[src/rtl/montgomery_reduce_iter_if.sv]
// Handshake and data bundle for the word-serial Montgomery reduction stage.
// The producer side drives the product/modulus; the reducer returns the result.
interface montgomery_reduce_iter_if #(
  parameter int unsigned DATA_LENGTH  = 64,
  parameter int unsigned BLOCK_LENGTH = 16
);
  logic                      in_valid_i;
  logic                      in_ready_o;
  logic [2*DATA_LENGTH-1:0]  product_i;
  logic [DATA_LENGTH-1:0]    modulus_i;
  logic [BLOCK_LENGTH-1:0]   n_prime_i;
  logic                      out_valid_o;
  logic                      out_ready_i;
  logic [DATA_LENGTH-1:0]    result_o;

  modport master (
    output in_valid_i, product_i, modulus_i, n_prime_i, out_ready_i,
    input  in_ready_o, out_valid_o, result_o
  );

  modport slave (
    input  in_valid_i, product_i, modulus_i, n_prime_i, out_ready_i,
    output in_ready_o, out_valid_o, result_o
  );
endinterface

[src/rtl/montgomery_reduce_iter.sv]
// Word-serial Montgomery reduction: returns T * 2^-DATA_LENGTH mod N,
// retiring one BLOCK_LENGTH word of the accumulator per REDUCE cycle.
module montgomery_reduce_iter #(
  parameter int unsigned DATA_LENGTH  = 64,
  parameter int unsigned BLOCK_LENGTH = 16
) (
  input  logic                     clk_i,
  input  logic                     rst_i,
  montgomery_reduce_iter_if.slave  bus
);
  localparam int unsigned NUM_BLOCKS = DATA_LENGTH / BLOCK_LENGTH;
  localparam int unsigned ACC_W      = 2 * DATA_LENGTH + 1;
  localparam int unsigned CNT_W      = $clog2(NUM_BLOCKS + 1);
  localparam int unsigned UN_W       = BLOCK_LENGTH + DATA_LENGTH;

  typedef enum logic [1:0] {IDLE, REDUCE, FINAL, DONE} state_e;

  state_e                   state_q, state_d;
  logic [CNT_W-1:0]         cnt_q, cnt_d;
  logic [ACC_W-1:0]         acc_q, acc_d;
  logic [DATA_LENGTH-1:0]   mod_q, mod_d;
  logic [BLOCK_LENGTH-1:0]  np_q, np_d;
  logic [DATA_LENGTH-1:0]   result_q, result_d;
  logic                     out_valid_q, out_valid_d;

  logic [BLOCK_LENGTH-1:0]  u;
  logic [UN_W-1:0]          un;
  logic [ACC_W-1:0]         sum;
  logic                     acc_ge_n;
  logic [DATA_LENGTH-1:0]   acc_minus_n;

  assign bus.in_ready_o  = (state_q == IDLE);
  assign bus.out_valid_o = out_valid_q;
  assign bus.result_o    = result_q;

  // Reduction datapath: fold u*N into the accumulator so its low word clears.
  always_comb begin
    u   = acc_q[BLOCK_LENGTH-1:0] * np_q;
    un  = {{DATA_LENGTH{1'b0}}, u} * {{BLOCK_LENGTH{1'b0}}, mod_q};
    sum = acc_q + {{(ACC_W - UN_W){1'b0}}, un};
    acc_ge_n = (acc_q >= {{(DATA_LENGTH + 1){1'b0}}, mod_q});
    // ACC < 2N, so when ACC >= N the difference fits in DATA_LENGTH bits and
    // only the low word of the subtraction is needed.
    acc_minus_n = acc_q[DATA_LENGTH-1:0] - mod_q;
  end

  // Next-state and register-update logic for the IDLE/REDUCE/FINAL/DONE sequence.
  always_comb begin
    state_d     = state_q;
    cnt_d       = cnt_q;
    acc_d       = acc_q;
    mod_d       = mod_q;
    np_d        = np_q;
    result_d    = result_q;
    out_valid_d = out_valid_q;
    case (state_q)
      IDLE: begin
        if (bus.in_valid_i) begin
          acc_d   = {1'b0, bus.product_i};
          mod_d   = bus.modulus_i;
          np_d    = bus.n_prime_i;
          cnt_d   = '0;
          state_d = REDUCE;
        end
      end
      REDUCE: begin
        acc_d = sum >> BLOCK_LENGTH;
        cnt_d = cnt_q + CNT_W'(1);
        if (cnt_q == CNT_W'(NUM_BLOCKS - 1)) begin
          state_d = FINAL;
        end
      end
      FINAL: begin
        result_d    = acc_ge_n ? acc_minus_n : acc_q[DATA_LENGTH-1:0];
        out_valid_d = 1'b1;
        state_d     = DONE;
      end
      DONE: begin
        if (bus.out_ready_i) begin
          out_valid_d = 1'b0;
          state_d     = IDLE;
        end
      end
      default: state_d = IDLE;
    endcase
  end

  // State registers with synchronous reset taking priority over any handshake.
  always_ff @(posedge clk_i) begin
    if (rst_i) begin
      state_q     <= IDLE;
      cnt_q       <= '0;
      acc_q       <= '0;
      mod_q       <= '0;
      np_q        <= '0;
      result_q    <= '0;
      out_valid_q <= 1'b0;
    end else begin
      state_q     <= state_d;
      cnt_q       <= cnt_d;
      acc_q       <= acc_d;
      mod_q       <= mod_d;
      np_q        <= np_d;
      result_q    <= result_d;
      out_valid_q <= out_valid_d;
    end
  end
endmodule
[src/flat_wrapper.sv]
// flat-port wrapper written by rule: the top's interface ports become plain ports
module montgomery_reduce_iter_flat 
#(
  parameter int unsigned DATA_LENGTH  = 64,
  parameter int unsigned BLOCK_LENGTH = 16
)
  (clk_i, rst_i, bus_in_valid_i, bus_product_i, bus_modulus_i, bus_n_prime_i, bus_out_ready_i, bus_in_ready_o, bus_out_valid_o, bus_result_o);
  montgomery_reduce_iter_if #(.DATA_LENGTH(DATA_LENGTH), .BLOCK_LENGTH(BLOCK_LENGTH)) bus_i ();
  input  logic clk_i;
  input  logic rst_i;
  input wire logic [$bits(bus_i.in_valid_i)-1:0] bus_in_valid_i;
  input wire logic [$bits(bus_i.product_i)-1:0] bus_product_i;
  input wire logic [$bits(bus_i.modulus_i)-1:0] bus_modulus_i;
  input wire logic [$bits(bus_i.n_prime_i)-1:0] bus_n_prime_i;
  input wire logic [$bits(bus_i.out_ready_i)-1:0] bus_out_ready_i;
  output wire logic [$bits(bus_i.in_ready_o)-1:0] bus_in_ready_o;
  output wire logic [$bits(bus_i.out_valid_o)-1:0] bus_out_valid_o;
  output wire logic [$bits(bus_i.result_o)-1:0] bus_result_o;
  assign bus_i.in_valid_i = bus_in_valid_i;
  assign bus_i.product_i = bus_product_i;
  assign bus_i.modulus_i = bus_modulus_i;
  assign bus_i.n_prime_i = bus_n_prime_i;
  assign bus_i.out_ready_i = bus_out_ready_i;
  assign bus_in_ready_o = bus_i.in_ready_o;
  assign bus_out_valid_o = bus_i.out_valid_o;
  assign bus_result_o = bus_i.result_o;
  montgomery_reduce_iter #(.DATA_LENGTH(DATA_LENGTH), .BLOCK_LENGTH(BLOCK_LENGTH)) u_core (.clk_i(clk_i), .rst_i(rst_i), .bus(bus_i));
endmodule
[config.mk]
export PLATFORM = sky130hd
export DESIGN_NAME = montgomery_reduce_iter_flat
export DESIGN_NICKNAME = d
export VERILOG_FILES = /design/src/rtl/montgomery_reduce_iter_if.sv /design/src/rtl/montgomery_reduce_iter.sv /design/src/flat_wrapper.sv
export SDC_FILE = /design/constraint.sdc
export NUM_CORES = 2
export LEC_CHECK = 0
export ABC_AREA = 1
export BUFFER_PORTS_ARGS = -buffer_cell sky130_fd_sc_hd__buf_2
export CORE_ASPECT_RATIO = 1.2
export CORE_UTILIZATION = 31
export DETAILED_ROUTE_END_ITERATION = 10
export GPL_TIMING_DRIVEN = 0
export PLACE_DENSITY = 0.44
export REMOVE_ABC_BUFFERS = 1
export SLEW_MARGIN = 30
export SYNTH_ARGS = -nofsm -noshare
export SYNTH_HDL_FRONTEND = slang
export SYNTH_SLANG_ARGS = --single-unit
[constraint.sdc]
create_clock -name clk_i -period 22.6 [get_ports clk_i]
set_clock_uncertainty 0.05 [all_clocks]
set_input_delay 4.52 -clock clk_i [delete_from_list [all_inputs] [get_ports clk_i]]
set_output_delay 4.52 -clock clk_i [all_outputs]
set_load 0.01 [all_outputs]
After elaboration in Yosys (flattened, before gate mapping)
Index checks and enable logic that the tools add are counted.
Storage, ports and cells
  input port bits: 212
  bits in registers: 279
  output and inout bits: 66
Operators by class
  multiply operators: 2
  add/sub/neg operators: 3
  muxes and demuxes: 11
  equality and inequality tests: 7
  reductions and logical operators: 7
  $lt $le $gt $ge: 1
Operator list (count)
  one-hot mux 129 bit (2 select lines): 1
  adder 129 x 80 -> 129 bit: 1
  greater-or-equal comparator 129 x 64 -> 1 bit: 1
  two-way mux 129 bit: 1
  multiplier 16 x 64 -> 80 bit: 1
  two-way mux 64 bit: 1
  subtractor 64 bit: 1
  multiplier 16 x 16 -> 16 bit: 1
  one-hot mux 2 bit (4 select lines): 1
  two-way mux 2 bit: 3
  one-hot mux 3 bit (2 select lines): 1
  AND reduction 2 bit: 3
  == test 2 bit (second input constant): 2
  inequality test 2 bit (second input constant): 2
  nonzero test 2 bit: 2
  adder 3 x 1 -> 3 bit (second input constant): 1
  == test 3 x 2 -> 1 bit (second input constant): 1
  two-way mux 3 bit: 1
  AND reduction 3 bit: 1
  == test 2 x 1 -> 1 bit (second input constant): 1
  logical NOT 2 bit: 1
  inequality test 2 x 1 -> 1 bit (second input constant): 1
  one-hot mux 1 bit (2 select lines): 1
  two-way mux 1 bit: 1

Depth between registers and ports, before layout
  depth after elaboration: 4
  depth in mapped cells: 57
  mapped depth without buffers: 55

Worst setup path before layout
OpenSTA, ideal clock, no wires.
  path kind: register to register
  start: reg u_core.np_q[1]
  end: reg u_core.acc_q[107]
  setup slack: 11.992 ns
  setup time: 0.132 ns
  required time: 22.418 ns
  stages on the path, launching flop included: 47
  arrival time: 10.426 ns
  clock period less this slack: 10.608 ns
  cell sequence: dfxtp_1 > buf_2 > clkbuf_1 > nand2_1 > fa_1 > fa_1 > fa_1 > fa_1 > inv_1 > fa_1 > inv_1 > fa_1 > inv_1 > ha_1 > nand2_1 > nor2_1 > a211oi_1 > nand3_1 > [11 not listed] > fa_1 > inv_1 > ha_1 > nand2_1 > nor2_1 > inv_1 > nor2_1 > inv_1 > nor2_1 > nand2_1 > nor2_1 > nand2_1 > nand3_1 > nand2_1 > nand2_1 > nand3_1 > nand2_1 > a21oi_1
Between the ends
  word-level cells in the longest chain between the ends: 4
Ends and longest elaborated chain
  start: declaration: RTL line montgomery_reduce_iter.sv:22  | logic [BLOCK_LENGTH-1:0] np_q, np_d;
  start signal: assignment: RTL line montgomery_reduce_iter.sv:103  | np_q <= np_d;
  multiplier 16 x 16 -> 16 bit: RTL line montgomery_reduce_iter.sv:38  | u = acc_q[BLOCK_LENGTH-1:0] * np_q;
  multiplier 16 x 64 -> 80 bit: RTL line montgomery_reduce_iter.sv:39  | un = {{DATA_LENGTH{1'b0}}, u} * {{BLOCK_LENGTH{1'b0}}, mod_q};
  adder 129 x 80 -> 129 bit: RTL line montgomery_reduce_iter.sv:40  | sum = acc_q + {{(ACC_W - UN_W){1'b0}}, un};
  one-hot mux 129 bit (2 select lines): RTL line montgomery_reduce_iter.sv:56  | case (state_q)
  end signal: assignment: RTL line montgomery_reduce_iter.sv:93  | acc_q <= '0;
  end signal: assignment: RTL line montgomery_reduce_iter.sv:101  | acc_q <= acc_d;
  end: declaration: RTL line montgomery_reduce_iter.sv:20  | logic [ACC_W-1:0] acc_q, acc_d;
No other way between the ends.
A chain may end at the register's enable or synchronous reset.

Worst setup path after layout
  start: reg u_core.np_q[1]
  end: reg u_core.acc_q[47]
The elaborated chain is that of the path after synthesis.

==> metrics.txt <==
status finished, final reports clean; Detail Placement HPWL 251000 um; Global Route Usage Sum 0.299; Root Driver clkbuf_16; nets@finish 10400; CTS Buf Count 42; Port Buffers 277; WL per Instance 25.6 um; Final ANT Viol Nets 0; Yosys warning count 0; crit path time final 13.89 ns; Final Non-Filler Cells 11400; Yosys cell types 47; Highest Clock Rate 72.0 MHz; Post-route DRC 0; Final Hold Fails 0; std cell rows 176; most instantiated cells after synthesis nand2_1 (2387), inv_1 (2094), fa_1 (1025); H-tree lvl count 2; global-route wire length before repair 418000 um; final WL 291000 um; post-CTS setup buffer count 0; final number of max-transition violations 0; clock latency on the worst-skew pair 0.68 ns; crit path DAT 14.40 ns; I/O Pins 278; Final period util 0.615; top cell type's share of synthesized area 0.343; nature of the critical path endpoint register; vias per inst 4.99; CP top delay family adder cells; Max-Cap Viols 0; count leader, synth nand2_1; Mapped Area 59800 um2; Starting Density 0.312; Placed Area 64200 um2; syn_area_per_cell 6.79 um2; vias in the first global route 57800; EDFF count, synth 0; area grow syn2layout 9.82%; post-route cell area 65700 um2; Slew @ Worst Pin 1.11 ns; CP startpoint kind register; post-synthesis sequential area ratio 0.0931; routed via count 56700; final setup vio count 0; Yosys reg bits 278; chip width 403 um; post-synthesis async set-or-reset flop share 0; share of cells above drive strength 1 0.0562; Cells after Synth 8807; Core Region 192000 um2; hold_buf cts 0; CP max-delay cell dfxtp_1; routability cong. 1.02; 1st-iter DRT viols 4451; Worst slew margin 0.261; Post-synth top flop dfxtp_1; full die area 195000 um2; Crit Path Category reg2reg; CTS sink count 278; gr ovfl total 0; largest area contributor in the netlist fa_1; initial antenna violation count 3; Crit path top cell by count fa_1; RSZ-0062 raised after global routing false; main area contributors after synthesis fa_1 (34%), nand2_1 (15%), inv_1 (13%); Buffers & Inverters on Critical Path 8; setup TNS 0 ns; die height 483 um; CTS clk-pin slew, worst paths 0.08 ns; Worst Hold Class reg2reg; Bufs on Longest Clock Path 3; CTS tree done; largest net degree at the start of global routing 99; post-cts sizing count 0; CP peak stage delay 0.81 ns; crit-path max FO 34; Worst Path Required 23.11 ns; drt pass-1 iters 8; placed insts 11300; fillcell total 21500
-- worst min-delay path: cells and delay by family (launching register included) --
kind | cells | cell delay (ns)
DFF | 1 | 0.30
AOI/OAI and AO/OA | 1 | 0.05
and+or+nand+nor | 1 | 0.05
-- metrics by stage --
step / hold slack, ns / utilization / setup slack [ns]
floorplan: 0.385 / - / 9.95
global placement: 0.400 / 0.328 / -1.27
detailed placement: 0.402 / 0.335 / 8.75
CTS: 0.412 / 0.343 / 8.70
global route: 0.426 / 0.343 / 8.12
finish: 0.410 / 0.343 / 8.71
-- sequential cells by signal, indices dropped and copies added, names as in the netlist --
name                    flops
u_core.bus.out_valid_o      1
u_core.state_q              2
u_core.mod_q               64
u_core.bus.result_o        64
u_core.cnt_q                3
u_core.acc_q              128
u_core.np_q                16
-- layout by cell type, fill, tap and decap left out, types with 7 or more instances in the layout --
master | synthesis | routed
nand2_1 | 2387 | 2382
nand3_1 | 393 | 393
o21a_1 | 8 | 8
and3_1 | 7 | 7
nand3b_1 | 15 | 15
xnor2_1 | 44 | 43
o211ai_1 | 10 | 10
nor2_1 | 839 | 838
clkbuf_16 | 0 | 43
nand4_1 | 65 | 65
buf_2 | 31 | 276
xor2_1 | 49 | 49
o21ai_0 | 281 | 278
a21oi_1 | 491 | 491
buf_16 | 0 | 27
or2_2 | 9 | 9
dfxtp_2 | 0 | 13
o21bai_1 | 26 | 26
nor3_1 | 66 | 65
nor2_4 | 40 | 41
dfxtp_1 | 278 | 265
fa_1 | 1025 | 1025
inv_1 | 2094 | 2091
buf_12 | 5 | 9
inv_6 | 0 | 15
nor4_1 | 20 | 18
ha_1 | 275 | 270
-- path summary, 6_finish.rpt --
path | startpoint | slack [ns] | endpoint | cells after the start
setup reg to reg | u_core.np_q[1] | 8.71 | u_core.acc_q[47] | 45
hold / removal | u_core.bus.result_o[9] | 0.41 | u_core.bus.result_o[9] | 2
hold reg to reg | u_core.bus.result_o[9] | 0.41 | u_core.bus.result_o[9] | 2
setup / recovery | u_core.np_q[1] | 8.71 | u_core.acc_q[47] | 45
-- layout make-up --
class,count,area [um2],share of cell area
Antenna cell,1,2.50,0.0000381
Clock buffer,50,1140,0.0174
Clock inverter,28,347,0.00528
Inverter,2111,7990,0.122
Multi-Input combinational cell,6093,45100,0.687
Sequential cell,278,5580,0.0850
Tap cell,2492,3120,0.0475
Timing Repair Buffer,321,2390,0.0364
-- cells by family after synthesis --
| kind of cell | after synthesis | synth area share |
|---|---|---|
| xor gates and xnor gates | 96 | 0.0144 |
| adders and majority gates | 1300 | 0.401 |
| and+or+nand+nor | 3856 | 0.263 |
| buffers and inverters | 2436 | 0.155 |
| AOI/OAI and AO/OA | 841 | 0.0734 |
| DFF | 278 | 0.0931 |
-- routing by layer --
metal / part of all wire / GRT usage / routed length [um] / up-vias
li1: - / - / - / 26000
met1: 0.43 / 0.390 / 124000 / 28600
met2: 0.48 / 0.503 / 139000 / 1741
met3: 0.050 / 0.0333 / 14500 / 338
met4: 0.048 / 0.120 / 14000 / 0
met5: 0 / 0 / 0 / -
Power is left out: the tool's default activity adds up to more than one toggle a clock period on the data nets, which glitch-free logic cannot reach.
